===== config.mk =====
export PLATFORM = sky130hd
export DESIGN_NAME = mc_main_ctrl
export DESIGN_NICKNAME = d
export VERILOG_FILES = /design/src/rtl/mc_pkg.sv /design/src/rtl/mc_main_ctrl.sv
export SDC_FILE = /design/constraint.sdc
export NUM_CORES = 1
export LEC_CHECK = 0
export CORE_ASPECT_RATIO = 1.5
export CORE_MARGIN = 2
export CORE_UTILIZATION = 30
export DETAILED_ROUTE_END_ITERATION = 12
export PLACE_DENSITY = 0.54
export SLEW_MARGIN = 0
export SYNTH_ARGS = -nofsm -noshare
export SYNTH_HDL_FRONTEND = slang
export SYNTH_SLANG_ARGS = --single-unit

===== constraint.sdc =====
create_clock -name clk -period 7.5 [get_ports clk]
set_input_delay 1.5 -clock clk [delete_from_list [all_inputs] [get_ports clk]]
set_output_delay 1.5 -clock clk [all_outputs]
set_load 0.02 [all_outputs]

===== src/rtl/mc_pkg.sv =====
// Shared types and encodings for the multi-cycle MIPS-subset main controller.
// Opcodes, FSM state enum and datapath mux select encodings.
package mc_pkg;

  typedef enum logic [3:0] {
    StReset,
    StFetch,
    StDecode,
    StMemAdr,
    StMemRd,
    StMemWb,
    StMemWr,
    StExec,
    StAluWb,
    StIExec,
    StIWb,
    StBranch,
    StJump
  } state_e;

  localparam logic [5:0] OP_RTYPE = 6'b000000;
  localparam logic [5:0] OP_LW    = 6'b100011;
  localparam logic [5:0] OP_SW    = 6'b101011;
  localparam logic [5:0] OP_BEQ   = 6'b000100;
  localparam logic [5:0] OP_ADDI  = 6'b001000;
  localparam logic [5:0] OP_ANDI  = 6'b001100;
  localparam logic [5:0] OP_J     = 6'b000010;

  localparam logic [1:0] ALU_ADD   = 2'b00;
  localparam logic [1:0] ALU_SUB   = 2'b01;
  localparam logic [1:0] ALU_FUNCT = 2'b10;
  localparam logic [1:0] ALU_AND   = 2'b11;

  localparam logic [1:0] SRCB_RT     = 2'b00;
  localparam logic [1:0] SRCB_FOUR   = 2'b01;
  localparam logic [1:0] SRCB_IMM    = 2'b10;
  localparam logic [1:0] SRCB_IMM_SH = 2'b11;

  localparam logic [1:0] PCSRC_ALU    = 2'b00;
  localparam logic [1:0] PCSRC_ALUOUT = 2'b01;
  localparam logic [1:0] PCSRC_JUMP   = 2'b10;

endpackage


===== src/rtl/mc_main_ctrl.sv =====
// Multi-cycle main control FSM: sequences fetch/decode/execute/memory/writeback,
// drives datapath selects and enables, and counts retired instructions.
module mc_main_ctrl
  import mc_pkg::*;
#(
  parameter int unsigned CNT_W = 32
) (
  input  logic             clk,
  input  logic             rst_n,
  input  logic [5:0]       opcode,
  input  logic             mem_ready,
  output logic             mem_req,
  output logic             mem_write,
  output logic             iord,
  output logic             ir_write,
  output logic             pc_write,
  output logic             branch,
  output logic [1:0]       pc_src,
  output logic             alu_src_a,
  output logic [1:0]       alu_src_b,
  output logic [1:0]       alu_op,
  output logic             reg_write,
  output logic             reg_dst,
  output logic             mem_to_reg,
  output logic             illegal_op,
  output logic             instr_done,
  output logic [CNT_W-1:0] retired
);

  state_e           state_q, state_d;
  logic             illegal_q, illegal_d;
  logic [CNT_W-1:0] retired_q, retired_d;

  always_comb begin
    state_d    = state_q;
    illegal_d  = illegal_q;
    mem_req    = 1'b0;
    mem_write  = 1'b0;
    iord       = 1'b0;
    ir_write   = 1'b0;
    pc_write   = 1'b0;
    branch     = 1'b0;
    pc_src     = PCSRC_ALU;
    alu_src_a  = 1'b0;
    alu_src_b  = SRCB_RT;
    alu_op     = ALU_ADD;
    reg_write  = 1'b0;
    reg_dst    = 1'b0;
    mem_to_reg = 1'b0;
    instr_done = 1'b0;

    unique case (state_q)
      StReset: state_d = StFetch;
      StFetch: begin
        mem_req   = 1'b1;
        alu_src_b = SRCB_FOUR;
        // PC and IR only load on the cycle the fetch actually returns.
        ir_write  = mem_ready;
        pc_write  = mem_ready;
        if (mem_ready) state_d = StDecode;
      end
      StDecode: begin
        alu_src_b = SRCB_IMM_SH;
        case (opcode)
          OP_LW, OP_SW:     state_d = StMemAdr;
          OP_RTYPE:         state_d = StExec;
          OP_BEQ:           state_d = StBranch;
          OP_ADDI, OP_ANDI: state_d = StIExec;
          OP_J:             state_d = StJump;
          default: begin
            illegal_d = 1'b1;
            state_d   = StFetch;
          end
        endcase
      end
      StMemAdr: begin
        alu_src_a = 1'b1;
        alu_src_b = SRCB_IMM;
        state_d   = (opcode == OP_SW) ? StMemWr : StMemRd;
      end
      StMemRd: begin
        mem_req = 1'b1;
        iord    = 1'b1;
        if (mem_ready) state_d = StMemWb;
      end
      StMemWb: begin
        reg_write  = 1'b1;
        mem_to_reg = 1'b1;
        instr_done = 1'b1;
        state_d    = StFetch;
      end
      StMemWr: begin
        mem_req   = 1'b1;
        mem_write = 1'b1;
        iord      = 1'b1;
        if (mem_ready) begin
          instr_done = 1'b1;
          state_d    = StFetch;
        end
      end
      StExec: begin
        alu_src_a = 1'b1;
        alu_op    = ALU_FUNCT;
        state_d   = StAluWb;
      end
      StAluWb: begin
        reg_write  = 1'b1;
        reg_dst    = 1'b1;
        instr_done = 1'b1;
        state_d    = StFetch;
      end
      StIExec: begin
        alu_src_a = 1'b1;
        alu_src_b = SRCB_IMM;
        alu_op    = (opcode == OP_ANDI) ? ALU_AND : ALU_ADD;
        state_d   = StIWb;
      end
      StIWb: begin
        reg_write  = 1'b1;
        instr_done = 1'b1;
        state_d    = StFetch;
      end
      StBranch: begin
        alu_src_a  = 1'b1;
        alu_op     = ALU_SUB;
        branch     = 1'b1;
        pc_src     = PCSRC_ALUOUT;
        instr_done = 1'b1;
        state_d    = StFetch;
      end
      StJump: begin
        pc_write   = 1'b1;
        pc_src     = PCSRC_JUMP;
        instr_done = 1'b1;
        state_d    = StFetch;
      end
      default: state_d = StReset;
    endcase
  end

  always_comb begin
    retired_d = retired_q + CNT_W'(instr_done);
  end

  always_ff @(posedge clk or negedge rst_n) begin
    if (!rst_n) begin
      state_q   <= StReset;
      illegal_q <= 1'b0;
      retired_q <= '0;
    end else begin
      state_q   <= state_d;
      illegal_q <= illegal_d;
      retired_q <= retired_d;
    end
  end

  assign illegal_op = illegal_q;
  assign retired    = retired_q;

endmodule

# Yosys cells after proc, flatten, opt, wreduce, memory -nomap -nowiden
# Index checks and enable logic that the tools add are counted.
# op_classes
n_reduce_logical,14
n_eq_ne,21
n_bitwise,1
n_addsub,1
mux,22
# ops
op,n
adder 32 x 1 -> 32 bit,1
one-hot mux 4 bit (8 select lines),1
"equality test 4 bit, second input constant",5
one-hot mux 4 bit (5 select lines),1
"equality test 4 x 3 -> 1 bit, second input constant",4
"equality test 6 x 4 -> 1 bit, second input constant",2
"equality test 6 bit, second input constant",2
2-to-1 mux 4 bit,3
one-hot mux 2 bit (3 select lines),2
2-to-1 mux 1 bit,10
"equality test 4 x 2 -> 1 bit, second input constant",2
OR reduction 2 bit,4
OR reduction 7 bit,1
"equality test 6 x 2 -> 1 bit, second input constant",1
"equality test 6 x 3 -> 1 bit, second input constant",1
logical NOT 6 bit,1
"inequality test 2 bit, second input constant",3
OR reduction 3 bit,2
OR reduction 6 bit,1
OR reduction 5 bit,1
"equality test 4 x 1 -> 1 bit, second input constant",1
logical NOT 4 bit,1
2-to-1 mux 2 bit,2
one-hot mux 1 bit (2 select lines),2
other kinds (5),5
# totals
reg_bits,37
inputBits,9

# Depth between registers and ports, before layout
# Gate-level depths: netlist of the first run.
# depth
ltp_word,4
mapped_depth,11
mapped_depth_nobuf,10

# Least setup slack after synthesis of the first run
# OpenSTA, ideal clock, no wires.
# synth_timing
kind,input -> output
from,input opcode[0]
to,output alu_op[0]
arrival_ps,2537
required_ps,6000
path_stages,3
slack_ps,3463
path_buffers,0
cell_sequence,or3_1 -> or4_1 -> o21ai_0
# synth_between
elab_chain_cells,3
# synth_rtl
item,line_no,source
from (decl),mc_main_ctrl.sv:10,"input logic [5:0] opcode,"
equality test 6 x 4 -> 1 bit,mc_main_ctrl.sv:115,alu_op = (opcode == OP_ANDI) ? ALU_AND : ALU_ADD;
2-to-1 mux 2 bit,mc_main_ctrl.sv:115,
one-hot mux 2 bit (3 select lines),mc_main_ctrl.sv:52,unique case (state_q)
to (decl),mc_main_ctrl.sv:21,"output logic [1:0] alu_op,"
# No other way between the ends.

# Worst setup path after layout of the first run
# layout_timing
from,input opcode[1]
to,output alu_op[1]
# The elaborated chain is that of the path after synthesis.

==> impl_metrics.csv, run 1 <==
group,metric,value,unit
sta,rsz0062_at_grt,"no",
sta,final_max_slew_viol_count,0,
synth,synth-simple-area-share,0.278,
floorplan,die_area,0.00716,sq mm
synth,synthArstFlopShare,1.00,
layout,fillers,642,
cts,h-tree-depth,2,
synth,yosysTopAreaCell,"dfrtp_1",
placement,detailed_place_hpwl,3260,um
worst_setup_path,crit_arrival,3.53,ns
worst_setup_path,start_kind,"input port",
sta,fmax,0.199,GHz
job,drv_cap,0,
synth,ys_seq_elements,37,
routing,detail-route-antenna-nets,0,
cts,clkSinkCount,37,
layout,syn2layout_area_growth,37.4,%
routing,initialDrtViolationCount,26,
worst_setup_path,reg2reg_to,"retired[18]",
global_route,grt_usage,0.133,
cts,cts_tree,"done",
routing,dr.pass1.iters,4,
worst_setup_path,critical_path_class,"in -> out",
worst_setup_path,worstPathMaxFanout,4,
cts,cts_buffers,5,
routing,drc,0,
hold_path,whs_endpoint,"retired[31]",
synth,synth_nets,203,
sta,finalCriticalPeriod,5.03,ns
routing,drt-total-wl,4480,um
synth,synth_top_family_by_area,"simple AND/OR/NAND/NOR gates",
worst_setup_path,rrSetupSlack,4.40,ns
worst_setup_path,critical_path.most_common_cell,"clkdlybuf4s50_1",
power_and_ir_drop,leakagePower,0.00110,uW
sta,post-route-period-util,0.671,
synth,synth.mux.area_fraction,0,
sta,worstMarginPinSlew,0.836,ns
routing,vias,1622,
synth,synth-xor-area-share,0.140,
cts,worstSkewPairLatency,0.28,ns
cts,clk_pin_slew_worst_paths,0.07,ns
synth,yosys_warnings,0,
layout,diodes,0,
worst_setup_path,crit_required,6.00,ns
worst_setup_path,reg2reg_from,"state_q[0]",
floorplan,coreArea,0.00622,sq mm
cts,post_cts_buffers,0,
global_route,grt_overflow,0,
synth,synth_ff_type,"dfrtp_1",
cts,root_buffer,"clkbuf_8",
floorplan,dieHeight,103,um
sta,holdWs,0.466,ns
worst_setup_path,slowest_delay,0.63,ns
global_route,grt_pass1_vias,1550,
hold_path,hp-class,"reg -> reg",
layout,drive_gt1_frac,0.0637,
floorplan,fp.dieW,69.8,um
hold_path,worstHoldStart,"retired[31]",
synth,synth-adder-area-share,0.0129,
worst_setup_path,rr_worst_depth,9,
synth,seq_area_frac_synth,0.476,
layout,final-seq-area,926,sq um
sta,maxSlewHeadroom,0.442,
synth,synth_compound_area_frac,0.0720,
routing,viasPerCell,4.99,
power_and_ir_drop,vdd_drop_max,0.138,mV
routing,wire_per_inst,13.8,um
power_and_ir_drop,power.density,251,mW/mm^2
synth,synth_top_area_frac,0.476,
synth,synth.distinct_cells,41,
placement,gp_congestion,0.862,
global_route,grt_pass1_wl,7640,um
worst_setup_path,slowest_stage,"clkdlybuf4s50_1",
run_status,outcome,"finished clean",
synth,yosys-top-cells-count,"dfrtp_1, xnor2_1, nand2_1, nand3_1, nor2_1",
cts,cts_buffer_depth,2,
sta,setup_viol,0,
sta,fin_setup_tns,0,ns
hold_path,hold_path_depth,1,
synth,synth-edff-count,0,
sta,fin_worst_skew,0.00365,ns
layout,multi_input_area,978,sq um
floorplan,rows,35,
global_route,antenna_found_initial,0,
global_route,grt_max_degree,38,
synth,synth_area_leaders,"dfrtp_1, xnor2_1, nand3_1",
synth,synthMostInstantiatedCell,"dfrtp_1",
cts,cts_hold_buf,0,
placement,numPortBuffers,58,
floorplan,initial_core_util,0.313,
worst_setup_path,cp-end-kind,"output port",
cts,cts_repair_resize_count,0,
layout,final_nets,262,
sta,hold_violations,0,
floorplan,io_pins,59,
synth,syn_inst,192,
worst_setup_path,worstPathCellList,"clkdlybuf4s50_1 > or3_1 > or4_1 > o21ai_0 > clkdlybuf4s50_1",
synth,netlist_area,0.00195,sq mm
synth,synth_area_per_cell,10.1,sq um
==> flip-flops by register name, indices dropped and copies added (netlist names) <==
| register | cells |
|---|---|
| state_q | 4 |
| retired | 32 |
| illegal_op | 1 |
==> kinds of logic after synthesis <==
kind of cell / after synthesis
simple gates: 89
flops: 37
xor+xnor: 31
compound gates: 23
buf+inv: 10
fa+ha+maj: 2
==> per-stage QoR <==
step,std cells,total power (uW),utilization,instance area (sq um),setup slack [ns]
finish,325,670,0.430,2670,2.47
global route,325,715,0.430,2670,2.38
CTS,325,683,0.430,2670,2.48
detailed placement,318,536,0.416,2590,2.49
global placement,318,539,0.416,2590,2.50
floorplan,192,415,-,1950,3.46
==> layout by cell type, fill, tap and decap left out, drive strengths merged, types with 11 or more instances in the layout <==
cell           instances
nor2                  15
nand2                 16
dfrtp                 37
clkdlybuf4s50         57
xnor2                 27
nand4                 11
nand3                 15
==> metal layers <==
layer	track usage	wire length [um]	part of all wire
met5	0	0	0
met4	0.0547	104	0.023
met3	0.0371	259	0.058
met2	0.229	2250	0.50
met1	0.158	1880	0.42
==> layout make-up <==
| class | instances | area share |
|---|---|---|
| well taps | 74 | 0.0346 |
| clock buffers | 7 | 0.0323 |
| multi-input cells | 145 | 0.366 |
| inverters | 4 | 0.00562 |
| repair buffers | 58 | 0.215 |
| flip-flops and latches | 37 | 0.346 |
==> worst max-delay path by stage <==
stage	startpoint	end	slack [ns]	depth (start not counted)
final	opcode[1]	alu_op[1]	2.47	5
after global placement	opcode[1]	alu_op[1]	2.50	5
after detailed placement	opcode[1]	alu_op[1]	2.49	5
after CTS	opcode[1]	alu_op[1]	2.48	5
after global routing	opcode[1]	alu_op[0]	2.38	5
after floorplan	opcode[0]	alu_op[0]	3.46	3
==> worst max-delay path, delay by kind of cell <==
family	cells	cell delay, ns
AOI/OAI and AO/OA	1	0.10
buffers and inverters	2	1.10
and+or+nand+nor	2	0.82
==> power breakdown <==
| group | internal, uW | leakage [uW] | total [uW] | switching (uW) |
|---|---|---|---|---|
| logic | 122 | 0.000565 | 260 | 137 |
| clock network | 72.9 | 0.0000443 | 140 | 66.9 |
| registers | 220 | 0.000495 | 271 | 50.5 |
| total | 416 | 0.00110 | 670 | 255 |
Note: power is estimated with default switching activity, not from simulation.
==> inputs of run 2 (changes only) <==
Settings changed: PLACE_DENSITY 0.54 to 0.56.
Clock period 7.5 ns to 4.2 ns, I/O delays scaled along.
==> run 2 against run 1 <==
Via count is 1.4% higher. Cell count is 0.31% higher. Non-clock buffer count stayed put. Global-route usage is 0.60 points higher. Clock power is 92% higher. First-iteration DRC count is 140% higher. Clock skew is 0.0046 ns higher. Cell area is 0.37% higher. Sequential share of layout area is 0.13 points lower. Combinational power is 78% higher. Register-to-register slack worse by 3.2 ns. Critical endpoint unchanged. Largest cell class unchanged.
==> impl_metrics.csv, run 2 (synthesis results as in run 1) <==
group,metric,value,unit
floorplan,dieHeight,103,um
cts,h-tree-depth,2,
placement,gp_congestion,0.844,
routing,drt-total-wl,4590,um
power_and_ir_drop,leakagePower,0.00111,uW
sta,finalCriticalPeriod,3.71,ns
layout,final_common_cell,"clkdlybuf4s50_1",
global_route,grt_overflow,0,
sta,fmax,0.270,GHz
hold_path,hp-class,"reg -> reg",
worst_setup_path,critPathCapture,"alu_op[1]",
run_status,outcome,"finished clean",
cts,clkSinkCount,37,
layout,syn2layout_area_growth,37.9,%
worst_setup_path,critical_path_class,"in -> out",
routing,vias,1644,
floorplan,die_area,0.00716,sq mm
routing,detail-route-antenna-nets,0,
worst_setup_path,reg2reg_from,"state_q[0]",
sta,hold_violations,0,
cts,cts_hold_buf,0,
cts,clk_pin_slew_worst_paths,0.08,ns
floorplan,io_pins,59,
worst_setup_path,reg2reg_to,"retired[18]",
floorplan,fp.dieW,69.8,um
worst_setup_path,cp-end-kind,"output port",
power_and_ir_drop,vdd_drop_max,0.232,mV
routing,dr.pass1.iters,4,
sta,post-route-period-util,0.882,
sta,maxSlewHeadroom,0.445,
worst_setup_path,worstPathMaxFanout,4,
cts,root_buffer,"clkbuf_8",
worst_setup_path,cp-startpoint,"opcode[1]",
sta,final_max_slew_viol_count,0,
cts,cts_buffers,5,
global_route,grt_max_degree,38,
layout,final_cell_count_no_fill,326,
layout,fillers,618,
routing,initialDrtViolationCount,62,
sta,fin_worst_skew,0.00825,ns
power_and_ir_drop,power.density,453,mW/mm^2
worst_setup_path,crit_arrival,2.87,ns
floorplan,coreArea,0.00622,sq mm
worst_setup_path,rr_worst_depth,9,
sta,rsz0062_at_grt,"no",
cts,cts_buffer_depth,2,
global_route,grt_usage,0.139,
sta,worstMarginPinSlew,0.832,ns
cts,worstSkewPairLatency,0.30,ns
layout,drive_gt1_frac,0.0714,
routing,wire_per_inst,14.1,um
floorplan,rows,35,
global_route,antenna_found_initial,0,
placement,detailed_place_hpwl,3410,um
layout,largest_reg_flops,32,
floorplan,initial_core_util,0.313,
routing,viasPerCell,5.04,
layout,final_nets,262,
worst_setup_path,rrSetupSlack,1.22,ns
cts,cts_tree,"done",
layout,final_cell_mix,"clkdlybuf4s50_1, dfrtp_1, xnor2_1, nand2_1",
sta,setup_viol,0,
cts,post_cts_buffers,0,
layout,diodes,0,
sta,fin_setup_tns,0,ns
worst_setup_path,crit_required,3.36,ns
global_route,grt_pass1_wl,7880,um
placement,numPortBuffers,58,
placement,dp_cells,318,
cts,cts_repair_resize_count,0,
worst_setup_path,start_kind,"input port",
routing,drc,0,
job,drv_cap,0,
global_route,grt_pass1_vias,1693,
[run 2: report_power, final]
group          internal, uW  switching [uW]  total [uW]
Sequential              393            91.5         485
Combinational           217             245         462
Clock                   133             136         269
Total                   744             472        1220
[run 2: per-stage QoR]
step / hold WS [ns] / setup WS (ns) / total power [uW] / instance area [sq um] / util
after floorplan: 0.544 / 1.10 / 741 / 1950 / -
after global placement: 0.459 / 0.525 / 961 / 2590 / 0.416
after detailed placement: 0.468 / 0.510 / 957 / 2590 / 0.416
after CTS: 0.479 / 0.498 / 1230 / 2680 / 0.432
after global routing: 0.519 / 0.403 / 1300 / 2680 / 0.432
final: 0.470 / 0.495 / 1220 / 2680 / 0.432
[run 2: how the worst min path moves through the flow]
stage | from | end | slack, ns | depth (start not counted)
global route | retired[30] | retired[30] | 0.52 | 1
CTS | retired[31] | retired[31] | 0.48 | 1
global placement | retired[31] | retired[31] | 0.46 | 1
finish | retired[31] | retired[31] | 0.47 | 1
floorplan | rst_n | illegal_op | 0.54 | 0
detailed placement | retired[31] | retired[31] | 0.47 | 1
[run 2: layout make-up]
type / count / area, sq um / area share
multi-input cells: 145 / 978 / 0.365
inverters: 4 / 15.0 / 0.00559
clock inverters: 2 / 13.8 / 0.00513
well taps: 74 / 92.6 / 0.0345
clock buffers: 6 / 82.6 / 0.0308
flip-flops and latches: 37 / 926 / 0.345
repair buffers: 58 / 576 / 0.214
[run 2: metal layers]
layer  global-route usage  part of all wire  vias up
met4               0.0725             0.024        0
li1                     -                 -      792
met1                0.153              0.39      791
met5                    0                 0        -
met3               0.0323             0.053        9
met2                0.252              0.53       52
[run 2: critical path, cell delays in order]
cell             delay (ns)
clkdlybuf4s50_1        0.47
or3_1                  0.40
or4_1                  0.42
o21ai_0                0.09
clkdlybuf4s50_1        0.63
==> inputs of run 3 (changes only) <==
Settings changed: PLACE_DENSITY 0.56 to not set, PLACE_DENSITY_LB_ADDON set to 0.25, SLEW_MARGIN 0 to 20.
==> run 3 against run 2 <==
Combinational power is essentially flat. Clock power shrank 8.9%. Setup slack gained 0.015 ns. Non-clock buffer count is the same. Sequential share of layout area grew 0.13 points. Count of clock-buffer cells in the layout grew 1. Routed wire length is essentially flat. Sequential power is essentially flat. Critical path depth is the same. Sequential cell count is the same. Clock skew shrank 0.0052 ns. Via count shrank 2.2%. Largest cell class unchanged.
==> impl_metrics.csv, run 3 (synthesis results as in run 1) <==
group,metric,value,unit
floorplan,coreArea,0.00622,sq mm
routing,vias,1608,
sta,rsz0062_at_grt,"no",
cts,clkSinkCount,37,
sta,fin_setup_tns,0,ns
routing,met1_length,1940,um
power_and_ir_drop,power.density,446,mW/mm^2
sta,setup_viol,0,
sta,worstMarginPinSlew,0.818,ns
global_route,grt_pass1_vias,1647,
worst_setup_path,slowest_delay,0.63,ns
routing,wire_per_inst,14.1,um
routing,dr_wl_met2,2330,um
cts,cts_repair_resize_count,0,
worst_setup_path,crit_arrival,2.85,ns
global_route,grt_usage,0.139,
sta,hold_violations,0,
layout,diodes,0,
floorplan,rows,35,
routing,dr.pass1.iters,4,
worst_setup_path,critPathTopFamily,"buffers and inverters",
layout,syn2layout_area_growth,37.4,%
cts,worstSkewPairLatency,0.28,ns
layout,largest_reg_flops,32,
cts,root_buffer,"clkbuf_8",
sta,post-route-period-util,0.879,
sta,finalCriticalPeriod,3.69,ns
cts,clk_pin_slew_worst_paths,0.07,ns
floorplan,fp.dieW,69.8,um
sta,maxSlewHeadroom,0.455,
cts,cts_tree,"done",
global_route,grt_overflow,0,
worst_setup_path,worstPathMaxFanout,4,
layout,final_cell_count_no_fill,325,
cts,cts_buffers,5,
worst_setup_path,critical_path.most_common_cell,"clkdlybuf4s50_1",
routing,wl_met3,255,um
cts,cts_buffer_depth,2,
sta,fmax,0.271,GHz
floorplan,die_area,0.00716,sq mm
routing,drc,0,
routing,viasPerCell,4.95,
routing,highest_layer,"met4",
floorplan,initial_core_util,0.313,
placement,numPortBuffers,58,
worst_setup_path,slowest_stage,"clkdlybuf4s50_1",
placement,dp_cells,318,
cts,h-tree-depth,2,
worst_setup_path,path_buf_inv,2,
floorplan,io_pins,59,
sta,final_max_slew_viol_count,0,
cts,post_cts_buffers,0,
layout,drive_gt1_frac,0.0637,
floorplan,dieHeight,103,um
cts,cts_hold_buf,0,
job,drv_cap,0,
global_route,grt_pass1_wl,7830,um
layout,final_common_cell,"clkdlybuf4s50_1",
worst_setup_path,crit_required,3.36,ns
routing,initialDrtViolationCount,120,
worst_setup_path,start_kind,"input port",
worst_setup_path,cp-end-kind,"output port",
global_route,antenna_found_initial,0,
layout,final_nets,262,
worst_setup_path,critical_path_class,"in -> out",
worst_setup_path,worstPathCellList,"clkdlybuf4s50_1 > or3_1 > or4_1 > o21ai_0 > clkdlybuf4s50_1",
routing,detail-route-antenna-nets,0,
placement,gp_congestion,0.855,
layout,final_cell_mix,"clkdlybuf4s50_1, dfrtp_1, xnor2_1, nand2_1",
routing,drt-total-wl,4590,um
placement,detailed_place_hpwl,3370,um
sta,fin_worst_skew,0.00305,ns
power_and_ir_drop,leakagePower,0.00110,uW
run_status,outcome,"finished clean",
global_route,grt_max_degree,38,
hold_path,hp-class,"reg -> reg",
power_and_ir_drop,vdd_drop_max,0.245,mV
run 3: cell types whose count changed in the layout (fill, tap and decap cells not counted), sizes merged:
cell | previous run | this run
clkinv | 2 | 0
clkbuf | 6 | 7
run 3: worst paths after layout:
kind                       cells after the start  slack (ns)          end        start
max reg2reg                                    9        1.10  retired[18]   state_q[0]
min reg2reg                                    1        0.47  retired[31]  retired[31]
min                                            1        0.47  retired[31]  retired[31]
max                                            5        0.51    alu_op[1]    opcode[1]
max in group asynchronous                      1        3.03   retired[9]        rst_n
min in group asynchronous                      1        0.65  retired[21]        rst_n
run 3: power by group:
group,internal (uW),total (uW),switching (uW)
combinational,217,463,246
clock,130,245,115
sequential,394,484,90.8
run 3: routing by layer:
metal  vias up  global-route usage
met5         -                   0
met4         0              0.0651
met3         4              0.0391
met2        51               0.233
met1       767               0.166
li1        786                   -
run 3: area by class of cell:
cell class / count / area (sq um)
fillers: 651 / 3540
flip-flops and latches: 37 / 926
repair buffers: 58 / 576
inverters: 4 / 15.0
clock buffers: 7 / 86.3
well taps: 74 / 92.6
multi-input cells: 145 / 978
run 3: worst reg2reg max path, stage by stage (launching register included):
cell and delay, ns:
dfrtp_1 0.66, nor2b_1 0.33, nor2_1 0.08, o21ai_0 0.30
ha_1 0.26, ha_1 0.26, inv_1 0.10, nor4_4 0.60
nor3b_2 0.29, xnor2_1 0.13
run 3: stage by stage:
stage               area [sq um]  power [uW]  hold WS, ns  worst slack (ns)  utilization
floorplan                   1950         741        0.544              1.10            -
global placement            2590         957        0.461             0.523        0.416
detailed placement          2590         955        0.469             0.503        0.416
CTS                         2670        1210        0.478             0.504        0.430
global route                2670        1280        0.497             0.388        0.430
finish                      2670        1190        0.471             0.510        0.430
